[config.mk]
export PLATFORM = sky130hd
export DESIGN_NAME = jellyvl_synctimer_timer_flat
export DESIGN_NICKNAME = d
export VERILOG_FILES = /design/src/rtl/jellyvl_synctimer_pkg.sv /design/src/rtl/jellyvl_synctimer_timer_if.sv /design/src/rtl/jellyvl_synctimer_frac_step.sv /design/src/rtl/jellyvl_synctimer_timer.sv /design/src/flat_wrapper.sv
export SDC_FILE = /design/constraint.sdc
export NUM_CORES = 1
export LEC_CHECK = 0
export CORE_MARGIN = 2
export CORE_UTILIZATION = 45
export CTS_CLUSTER_SIZE = 40
export DETAILED_ROUTE_END_ITERATION = 8
export PLACE_DENSITY = 0.7
export SYNTH_ARGS = -nofsm -noshare
export SYNTH_HDL_FRONTEND = slang
export SYNTH_SLANG_ARGS = --single-unit
[constraint.sdc]
create_clock -name clk -period 6.3 [get_ports clk]
set_input_delay 1.26 -clock clk [delete_from_list [all_inputs] [get_ports clk]]
set_output_delay 1.26 -clock clk [all_outputs]
set_load 0.05 [all_outputs]
[src/rtl/jellyvl_synctimer_pkg.sv]
// jellyvl_synctimer_pkg
//   Shared types and helpers for the sync-timer time base.
//   - state_t     : adjust handshake FSM state (RUN accepts, GUARD blocks)
//   - frac_width(): width of the fractional accumulator for a given denominator
package jellyvl_synctimer_pkg;

    typedef enum logic [0:0] {
        ST_RUN   = 1'b0,
        ST_GUARD = 1'b1
    } state_t;

    // Holds 0..denominator-1 with one bit of headroom for the pre-wrap sum.
    function automatic int frac_width(input int denominator);
        return $clog2(denominator) + 1;
    endfunction

endpackage

[src/rtl/jellyvl_synctimer_timer_if.sv]
// jellyvl_synctimer_timer_if
//   Control bus into the local time base.
//   set_time/set_valid       : absolute load, single cycle, no back-pressure
//   adjust_sign/adjust_valid : slew request (1 = retard, 0 = advance), held until accepted
//   adjust_ready             : request accepted in any cycle with valid && ready
//   master = producer (adjust loop / set event), slave = timer.
interface jellyvl_synctimer_timer_if #(
    parameter int TIMER_WIDTH = 64
);
    logic [TIMER_WIDTH-1:0] set_time;
    logic                   set_valid;
    logic                   adjust_sign;
    logic                   adjust_valid;
    logic                   adjust_ready;

    modport master (
        output set_time, set_valid, adjust_sign, adjust_valid,
        input  adjust_ready
    );

    modport slave (
        input  set_time, set_valid, adjust_sign, adjust_valid,
        output adjust_ready
    );
endinterface

[src/rtl/jellyvl_synctimer_frac_step.sv]
// jellyvl_synctimer_frac_step
//   Fractional part of the NUMERATOR/DENOMINATOR step. Each enabled cycle adds
//   NUMERATOR % DENOMINATOR to frac; when the sum reaches DENOMINATOR the extra
//   whole unit is reported on carry and frac wraps.
//   clk, reset : clock, synchronous active-high reset
//   clear      : restart frac at 0 (dominates enable)
//   enable     : advance the accumulator this cycle
//   carry      : combinational, extra unit due on this cycle's step
//   frac       : registered fractional phase, 0..DENOMINATOR-1
module jellyvl_synctimer_frac_step
    import jellyvl_synctimer_pkg::*;
#(
    parameter int NUMERATOR   = 10,
    parameter int DENOMINATOR = 3
) (
    input  logic                                 clk,
    input  logic                                 reset,
    input  logic                                 clear,
    input  logic                                 enable,
    output logic                                 carry,
    output logic [frac_width(DENOMINATOR)-1:0]   frac
);
    localparam int FW = frac_width(DENOMINATOR);
    localparam logic [FW:0] STEP_FRAC = (FW+1)'(NUMERATOR % DENOMINATOR);
    localparam logic [FW:0] DEN       = (FW+1)'(DENOMINATOR);

    logic [FW:0] sum;
    logic [FW:0] sum_wrapped;

    always_comb begin
        sum         = {1'b0, frac} + STEP_FRAC;
        carry       = (sum >= DEN);
        sum_wrapped = carry ? (sum - DEN) : sum;
    end

    always_ff @(posedge clk) begin
        if (reset || clear) begin
            frac <= '0;
        end else if (enable) begin
            frac <= sum_wrapped[FW-1:0];
        end
    end

endmodule

[src/rtl/jellyvl_synctimer_timer.sv]
// jellyvl_synctimer_timer
//   Free-running local time base. current_time advances NUMERATOR/DENOMINATOR
//   units per clk, slews +/-1 per accepted adjust, and loads set_time on a set.
//   Requires DENOMINATOR >= 1 and NUMERATOR >= DENOMINATOR.
//   clk, reset   : clock, synchronous active-high reset
//   bus (slave)  : set_time/set_valid, adjust_sign/adjust_valid/adjust_ready
//   current_time : registered local time, wraps modulo 2^TIMER_WIDTH
//   Optional (JELLYVL_SYNCTIMER_TIMER_STATS_EN):
//   stat_adv_count / stat_ret_count : wrapping counts of accepted advance / retard
//   adjusts, cleared by reset and by a set.
module jellyvl_synctimer_timer
    import jellyvl_synctimer_pkg::*;
#(
    parameter int TIMER_WIDTH  = 64,
    parameter int NUMERATOR    = 10,
    parameter int DENOMINATOR  = 3,
    parameter int GUARD_CYCLES = 0
) (
    input  logic                        reset,
    input  logic                        clk,
    jellyvl_synctimer_timer_if.slave    bus,
    output logic [TIMER_WIDTH-1:0]      current_time
`ifdef JELLYVL_SYNCTIMER_TIMER_STATS_EN
    ,
    output logic [31:0]                 stat_adv_count,
    output logic [31:0]                 stat_ret_count
`endif
);
    localparam logic [TIMER_WIDTH-1:0] STEP_INT = TIMER_WIDTH'(NUMERATOR / DENOMINATOR);
    localparam int GW = (GUARD_CYCLES > 1) ? $clog2(GUARD_CYCLES) : 1;

    state_t                   state, state_next;
    logic [GW-1:0]            guard_cnt, guard_cnt_next;
    logic                     accept;
    logic                     carry;
    logic [TIMER_WIDTH-1:0]   adj;
    // Fractional phase is not needed by the time path; left visible for debug.
    logic [frac_width(DENOMINATOR)-1:0] frac_phase_unused;

    jellyvl_synctimer_frac_step #(
        .NUMERATOR   (NUMERATOR),
        .DENOMINATOR (DENOMINATOR)
    ) u_frac_step (
        .clk    (clk),
        .reset  (reset),
        .clear  (bus.set_valid),
        .enable (!bus.set_valid),
        .carry  (carry),
        .frac   (frac_phase_unused)
    );

    // A set owns the cycle, so the adjust stays pending for a later cycle.
    assign bus.adjust_ready = (state == ST_RUN) && !bus.set_valid && !reset;
    assign accept           = bus.adjust_valid && bus.adjust_ready;
    // Sign is only looked at on acceptance, so an idle/undriven sign cannot leak in.
    assign adj = !accept ? '0 : (bus.adjust_sign ? '1 : TIMER_WIDTH'(1));

    always_ff @(posedge clk) begin
        if (reset) begin
            current_time <= '0;
        end else if (bus.set_valid) begin
            current_time <= bus.set_time;
        end else begin
            current_time <= current_time + STEP_INT + TIMER_WIDTH'(carry) + adj;
        end
    end

    always_ff @(posedge clk) begin
        if (reset) begin
            state     <= ST_RUN;
            guard_cnt <= '0;
        end else begin
            state     <= state_next;
            guard_cnt <= guard_cnt_next;
        end
    end

    always_comb begin
        state_next     = state;
        guard_cnt_next = guard_cnt;
        case (state)
            ST_RUN: begin
                if (accept && (GUARD_CYCLES > 0)) begin
                    state_next     = ST_GUARD;
                    guard_cnt_next = GW'(GUARD_CYCLES - 1);
                end
            end
            ST_GUARD: begin
                if (bus.set_valid || (guard_cnt == '0)) begin
                    state_next     = ST_RUN;
                    guard_cnt_next = '0;
                end else begin
                    guard_cnt_next = guard_cnt - 1'b1;
                end
            end
            default: begin
                state_next     = ST_RUN;
                guard_cnt_next = '0;
            end
        endcase
    end

`ifdef JELLYVL_SYNCTIMER_TIMER_STATS_EN
    always_ff @(posedge clk) begin
        if (reset || bus.set_valid) begin
            stat_adv_count <= '0;
            stat_ret_count <= '0;
        end else if (accept) begin
            if (bus.adjust_sign) stat_ret_count <= stat_ret_count + 32'd1;
            else                 stat_adv_count <= stat_adv_count + 32'd1;
        end
    end
`endif

endmodule

[src/flat_wrapper.sv]
// flat-port wrapper written by rule: the top's interface ports become plain ports
module jellyvl_synctimer_timer_flat import jellyvl_synctimer_pkg::*;
#(
    parameter int TIMER_WIDTH  = 64,
    parameter int NUMERATOR    = 10,
    parameter int DENOMINATOR  = 3,
    parameter int GUARD_CYCLES = 0
)
  (reset, clk, current_time, bus_set_time, bus_set_valid, bus_adjust_sign, bus_adjust_valid, bus_adjust_ready);
  jellyvl_synctimer_timer_if #(.TIMER_WIDTH(TIMER_WIDTH)) bus_i ();
  input  logic reset;
  input  logic clk;
  output logic [TIMER_WIDTH-1:0] current_time;
  input wire logic [$bits(bus_i.set_time)-1:0] bus_set_time;
  input wire logic [$bits(bus_i.set_valid)-1:0] bus_set_valid;
  input wire logic [$bits(bus_i.adjust_sign)-1:0] bus_adjust_sign;
  input wire logic [$bits(bus_i.adjust_valid)-1:0] bus_adjust_valid;
  output wire logic [$bits(bus_i.adjust_ready)-1:0] bus_adjust_ready;
  assign bus_i.set_time = bus_set_time;
  assign bus_i.set_valid = bus_set_valid;
  assign bus_i.adjust_sign = bus_adjust_sign;
  assign bus_i.adjust_valid = bus_adjust_valid;
  assign bus_adjust_ready = bus_i.adjust_ready;
  jellyvl_synctimer_timer #(.TIMER_WIDTH(TIMER_WIDTH), .NUMERATOR(NUMERATOR), .DENOMINATOR(DENOMINATOR), .GUARD_CYCLES(GUARD_CYCLES)) u_core (.reset(reset), .clk(clk), .bus(bus_i), .current_time(current_time));
endmodule
Yosys cells after proc, flatten, opt, wreduce, memory -nomap -nowiden
Index checks and enable logic that the tools add are counted.

Add/subtract/negate cells: 6. Reduce and logical (&&, ||, !) cells: 8. Mux-type cells: 6. Bitwise logic cells: 2. Magnitude comparators: 1.

Operators with widths (count): 64-bit 2-to-1 mux (3); 64-bit by 1-bit adder with 64-bit output (1); 64-bit by 2-bit adder with 64-bit output (second input constant) (1); 64-bit adder (1); 3-bit by 1-bit adder with 4-bit output (second input constant) (1); 4-bit by 2-bit greater-or-equal comparator with 1-bit output (second input constant) (1); 1-bit logical AND (3); 3-bit 2-to-1 mux (1); 3-bit by 2-bit subtractor with 3-bit output (second input constant) (1); 1-bit logical NOT (2); 1-bit logical OR (2); 1-bit 2-to-1 mux (2); 1-bit NOT (2); 2-bit OR reduction (1); 1-bit subtractor (second input constant) (1).

Bits of input ports: 69. Word-level logic and storage cells: 27. Bits in registers: 69.

Longest topological paths before layout
Depth in word-level cells: 7. Depth in mapped cells: 21. Mapped depth without buffers: 17.

Modules after synthesis
Synthesis repeated with hierarchy kept, for this count alone.

Cell total of the unflattened synthesis: 995. Area, all modules: 7332.0 µm².

Modules (own cells, without submodules): jellyvl_synctimer_timer (cells an instance 965, area an instance 7060.5 µm², times used 1, seq. area each 1321.3 µm²); jellyvl_synctimer_frac_step (cells an instance 30, area an instance 271.5 µm², times used 1, seq. area each 60.1 µm²).

Worst setup path after synthesis
Ideal clock, no wire load.

Kind: input-to-reg. Start: input reset. End: register u_core.current_time[58]. Data required time: 6238 ps. Buffers on the path: 4. Arrival time: 5723 ps. Setup slack: 515 ps. Stages on the path: 20. Path through: clkbuf_1 or2_2 clkbuf_1 nor2_1 nand3_1 clkbuf_1 inv_2 clkbuf_1 ha_1 ha_1 a21oi_1 o211ai_1 nand2_1 a2111oi_4 nor4_2 o21ai_2 a41oi_2 o21a_1 or4_1 nand3_1.

Word-level cells in the longest chain between the ends: 6.

Ends and longest elaborated chain: from (decl) (RTL line flat_wrapper.sv:11) `input logic reset;`; 1-bit logical NOT (RTL line jellyvl_synctimer_timer.sv:53) `assign bus.adjust_ready = (state == ST_RUN) && !bus.set_valid && !reset;`; 1-bit logical AND (RTL line jellyvl_synctimer_timer.sv:53); net bus_adjust_ready (RTL line flat_wrapper.sv:18) `output wire logic [$bits(bus_i.adjust_ready)-1:0] bus_adjust_ready;`; 1-bit logical AND (RTL line jellyvl_synctimer_timer.sv:54) `assign accept = bus.adjust_valid && bus.adjust_ready;`; 64-bit 2-to-1 mux (RTL line jellyvl_synctimer_timer.sv:56) `assign adj = !accept ? '0 : (bus.adjust_sign ? '1 : TIMER_WIDTH'(1));`; 64-bit adder (RTL line jellyvl_synctimer_timer.sv:64) `current_time <= current_time + STEP_INT + TIMER_WIDTH'(carry) + adj;`; 64-bit 2-to-1 mux (RTL line jellyvl_synctimer_timer.sv:61) `end else if (bus.set_valid) begin`; to (signal assigned) (RTL line jellyvl_synctimer_timer.sv:62) `current_time <= bus.set_time;`; to (signal assigned) (RTL line jellyvl_synctimer_timer.sv:64); to (decl) (RTL line jellyvl_synctimer_timer.sv:22) `output logic [TIMER_WIDTH-1:0] current_time`.

The timed path passes the listed nets, and every way through them passes these cells. A chain may end at the register's enable or synchronous reset.

Worst setup path after layout
Start: input reset. End: register u_core.current_time[51].

Word-level cells in the longest chain between the ends: 6.

Ends and longest elaborated chain (RTL line): 1-bit logical NOT (jellyvl_synctimer_timer.sv:53); 1-bit logical AND (jellyvl_synctimer_timer.sv:53); 1-bit logical AND (jellyvl_synctimer_timer.sv:54); 64-bit 2-to-1 mux (jellyvl_synctimer_timer.sv:56); 64-bit adder (jellyvl_synctimer_timer.sv:64); 64-bit 2-to-1 mux (jellyvl_synctimer_timer.sv:61).

Parallel ways exist; a longest one is shown, timed or not.

==> key figures <==
Outcome
  – Outcome: finished clean

Clocking
  – CTS HTree Levels: 3
  – Clock sinks: 69
  – Number of buffers inserted by post-CTS setup repair: 0
  – Clock Latency Late Sink: 0.35 ns
  – Cells resized by post-CTS repair: 0
  – Post-CTS Hold Buffers: 0
  – Worst-case clock buffer depth: 2
  – Clock edge transition at the registers on the reported setup and hold paths: 0.06 ns
  – Buffer cell driving the clock tree root: sky130_fd_sc_hd__clkbuf_16
  – Clock tree from TritonCTS: done
  – Number of CTS-inserted buffers: 9

Place
  – HPWL after detailed placement: 16300 um
  – Count of buffers inserted at the top-level ports: 133
  – Post-detailed-placement cell area: 8640 um^2
  – Final estimated routing congestion in global placement: 0.904

Timing
  – Final hold violations: 0
  – Final sum of negative setup slack: 0 ns
  – Worst Tran Pin Value: 0.719 ns
  – Final setup violation count: 0
  – Worst hold slack across all endpoints: 0.465 ns
  – Relative slew margins: 0.519
  – Setup clock skew after layout: 0.00764 ns
  – Pins Over Slew Limit: 0
  – Shortest period the worst path allows: 5.39 ns
  – Unrepaired setup endpoints after global routing: no
  – Max frequency: 0.186 GHz
  – Final Cycle Share: 0.856

Cells and area
  – Finished Core Util: 0.561
  – Antenna diodes: 0
  – Fill cell total of the finished layout: 1583
  – Register area: 1380 um^2
  – Most common cell after layout, fill and taps aside: sky130_fd_sc_hd__clkdlybuf4s50_1
  – Final non-filler cell area: 8920 um^2
  – Fraction of layout cells with a size suffix above 1: 0.0436
  – Synth-to-layout area growth: 21.8%
  – Leading cell types in the layout, fill and taps excluded: 132 x sky130_fd_sc_hd__clkdlybuf4s50_1, 100 x sky130_fd_sc_hd__a21oi_1, 95 x sky130_fd_sc_hd__nor2_1, 95 x sky130_fd_sc_hd__xnor2_1, 93 x sky130_fd_sc_hd__nand2_1
  – Combined area of the multi-input logic cells: 5510 um^2
  – Post-layout nets: 1214

Logic synthesis
  – Synth warn: 0
  – Gate count after technology mapping: 985
  – Part of the Yosys area used for sequential elements: 0.189
  – Mean instance size in the synthesized netlist: 7.43 um^2
  – Register bit total from synthesis: 69
  – Total nets after synthesis: 1123
  – Async set-reset flop share out of synthesis: 0
  – Post-Syn Area: 7320 um^2
  – Most instantiated flip-flop cell in the synthesis netlist: sky130_fd_sc_hd__dfxtp_1
  – Number of unique standard cell types used by synthesis: 69
  – Count of flip-flops with a built-in enable after synthesis: 0

Floorplan
  – Io pins: 134
  – Die X-Extent: 132 um
  – Number of placement rows: 46
  – Starting density of the core: 0.461
  – Die Footprint: 17300 um^2
  – Chip Height: 132 um
  – Standard cell core area: 15900 um^2

GRT
  – Largest net degree at the start of global routing: 60
  – Vias in the first global route: 6883
  – Global-route wire length before repair: 35100 um
  – Gr usage total: 0.245
  – Initial antenna violation count: 0
  – Total congestion overflow after global routing: 0

Route
  – Total via count after detailed routing: 7131
  – Total wirelength of the detailed-routed design: 21000 um
  – Post-detailed-route count of antenna-violating nets: 0
  – Count of routing violations after the opening detailed-route iteration: 518
  – DRC Markers: 0
  – Average wire length per cell after detail routing: 16.2 um
  – Number of optimization iterations in the first detailed-route pass: 5
  – Ratio of routed vias to standard cells: 5.51

Power
  – Combinational Power Share: 0.344
  – Switching power summed over all nets: 0.546 mW
  – Clock power frac: 0.329
  – Switching part of the total: 0.355
  – Sequential cell fraction of total power: 0.327
  – Static power due to leakage: 3.76 nW
  – Largest vdd supply drop: 0.124 mV
  – Power per standard cell area: 173 nW/um^2
  – Internal Power: 0.993 mW

Critical path
  – Endpoint type of the worst setup path: flop
  – Kind of critical path: input port to flop
  – Critical path required time: 6.52 ns
  – Worst path arrival time: 5.61 ns
  – Maximum fanout along the worst path: 30
  – CP Launch Type: input port

Flow run
  – Max-capacitance violation count: 0

Worst hold path
  – Hold Crit Class: flop to flop
==> worst paths after layout <==
| path | start | end | slack [ns] | cells after the start |
|---|---|---|---|---|
| max | reset | u_core.current_time[51]$_SDFF_PP0_ | 0.91 | 17 |
| min | u_core.state$_SDFF_PP0_ | u_core.guard_cnt$_SDFFE_PP0P_ | 0.47 | 1 |
| max reg2reg | u_core.state$_SDFF_PP0_ | u_core.current_time[51]$_SDFF_PP0_ | 2.21 | 15 |
| min reg2reg | u_core.state$_SDFF_PP0_ | u_core.guard_cnt$_SDFFE_PP0P_ | 0.47 | 1 |
==> per-layer routing <==
layer	global-route usage	wire, um	up-vias
li1	-	-	3633
met1	0.341	10100	3241
met2	0.384	9330	224
met3	0.0424	1140	33
met4	0.0785	450	0
met5	0	0	-
==> cell families (layout without fill, tap and decap cells) <==
group | count (synthesis) | count (layout) | synth area share
AND/OR/NAND/NOR | 335 | 335 | 0.224
AO/OA/AOI/OAI | 298 | 298 | 0.252
XOR/XNOR | 125 | 125 | 0.150
buffers and inverters | 84 | 178 | 0.0610
adder cells (fa/ha/maj) | 69 | 69 | 0.119
flip-flops | 69 | 69 | 0.189
multiplexers | 5 | 5 | 0.00684
==> final cells by class <==
cell class,instances,area share
multi-input cells,832,0.618
repair buffers,142,0.156
flip-flops and latches,69,0.155
well taps,216,0.0303
clock buffers,12,0.0276
inverters,22,0.00926
clock inverters,2,0.00393
==> power by group through the flow <==
| stage | combinational, mW | clock (mW) | sequential [mW] |
|---|---|---|---|
| 2_1_floorplan | 0.274 | 0 | 0.610 |
| 3_3_place_gp | 0.522 | 0 | 0.513 |
| 3_5_place_dp | 0.526 | 0 | 0.512 |
| 4_1_cts | 0.529 | 0.515 | 0.504 |
| 5_1_grt | 0.571 | 0.531 | 0.508 |
| 6_report | 0.529 | 0.507 | 0.503 |
==> worst max-delay path, cell delays in order <==
cell,delay [ns]
sky130_fd_sc_hd__clkdlybuf4s50_1,0.42
sky130_fd_sc_hd__or2_2,0.30
sky130_fd_sc_hd__nor2_1,0.26
sky130_fd_sc_hd__nand3_4,0.14
sky130_fd_sc_hd__inv_2,0.14
sky130_fd_sc_hd__buf_4,0.30
sky130_fd_sc_hd__and2_1,0.18
sky130_fd_sc_hd__ha_1,0.32
sky130_fd_sc_hd__a21o_1,0.23
sky130_fd_sc_hd__a2111oi_0,0.59
sky130_fd_sc_hd__a2111oi_1,0.25
sky130_fd_sc_hd__o211ai_1,0.22
sky130_fd_sc_hd__nand3_1,0.25
sky130_fd_sc_hd__a21boi_1,0.33
sky130_fd_sc_hd__o21ai_1,0.13
sky130_fd_sc_hd__xnor2_1,0.18
sky130_fd_sc_hd__o21ai_0,0.09
==> flip-flops by register name (all words and copies together) (netlist names) <==
name / count
u_core.state: 1
u_core.current_time: 64
u_core.guard_cnt: 1
u_core.u_frac_step.frac: 3
==> cell usage after synthesis (4+ instances only) <==
cell type,number,area (um^2)
sky130_fd_sc_hd__o211ai_1,6,45.0
sky130_fd_sc_hd__xor2_1,30,263
sky130_fd_sc_hd__mux2i_1,5,50.1
sky130_fd_sc_hd__a21boi_1,6,45.0
sky130_fd_sc_hd__nand2_1,93,349
sky130_fd_sc_hd__buf_6,8,90.1
sky130_fd_sc_hd__a31oi_1,8,50.1
sky130_fd_sc_hd__o21bai_1,10,75.1
sky130_fd_sc_hd__a21oi_1,100,500
sky130_fd_sc_hd__inv_1,21,78.8
sky130_fd_sc_hd__xnor2_1,95,832
sky130_fd_sc_hd__ha_1,68,851
sky130_fd_sc_hd__o21a_1,5,37.5
sky130_fd_sc_hd__dfxtp_1,69,1380
sky130_fd_sc_hd__nand4_1,24,150
sky130_fd_sc_hd__nand3_1,13,65.1
sky130_fd_sc_hd__nor3_1,8,40.0
sky130_fd_sc_hd__nor4_1,4,25.0
sky130_fd_sc_hd__o21ai_0,43,215
sky130_fd_sc_hd__nand2_2,4,25.0
sky130_fd_sc_hd__buf_1,7,26.3
sky130_fd_sc_hd__and3_1,6,37.5
sky130_fd_sc_hd__buf_2,4,20.0
sky130_fd_sc_hd__nor2_1,95,357
sky130_fd_sc_hd__nor2b_1,10,62.6
sky130_fd_sc_hd__a21o_1,41,308
sky130_fd_sc_hd__and2_1,61,382
sky130_fd_sc_hd__o31ai_1,6,45.0
sky130_fd_sc_hd__o21ai_1,37,185
sky130_fd_sc_hd__a211oi_1,9,67.6
sky130_fd_sc_hd__clkbuf_1,37,139
==> per-stage QoR <==
step,power (mW),setup slack (ns),std cells
after global placement,1.03,0.699,1281
after detailed placement,1.04,0.658,1281
after global routing,1.61,0.644,1295
final,1.54,0.910,1295
after CTS,1.55,0.947,1295
after floorplan,0.883,0.515,985
(Power assumes the default switching activity.)
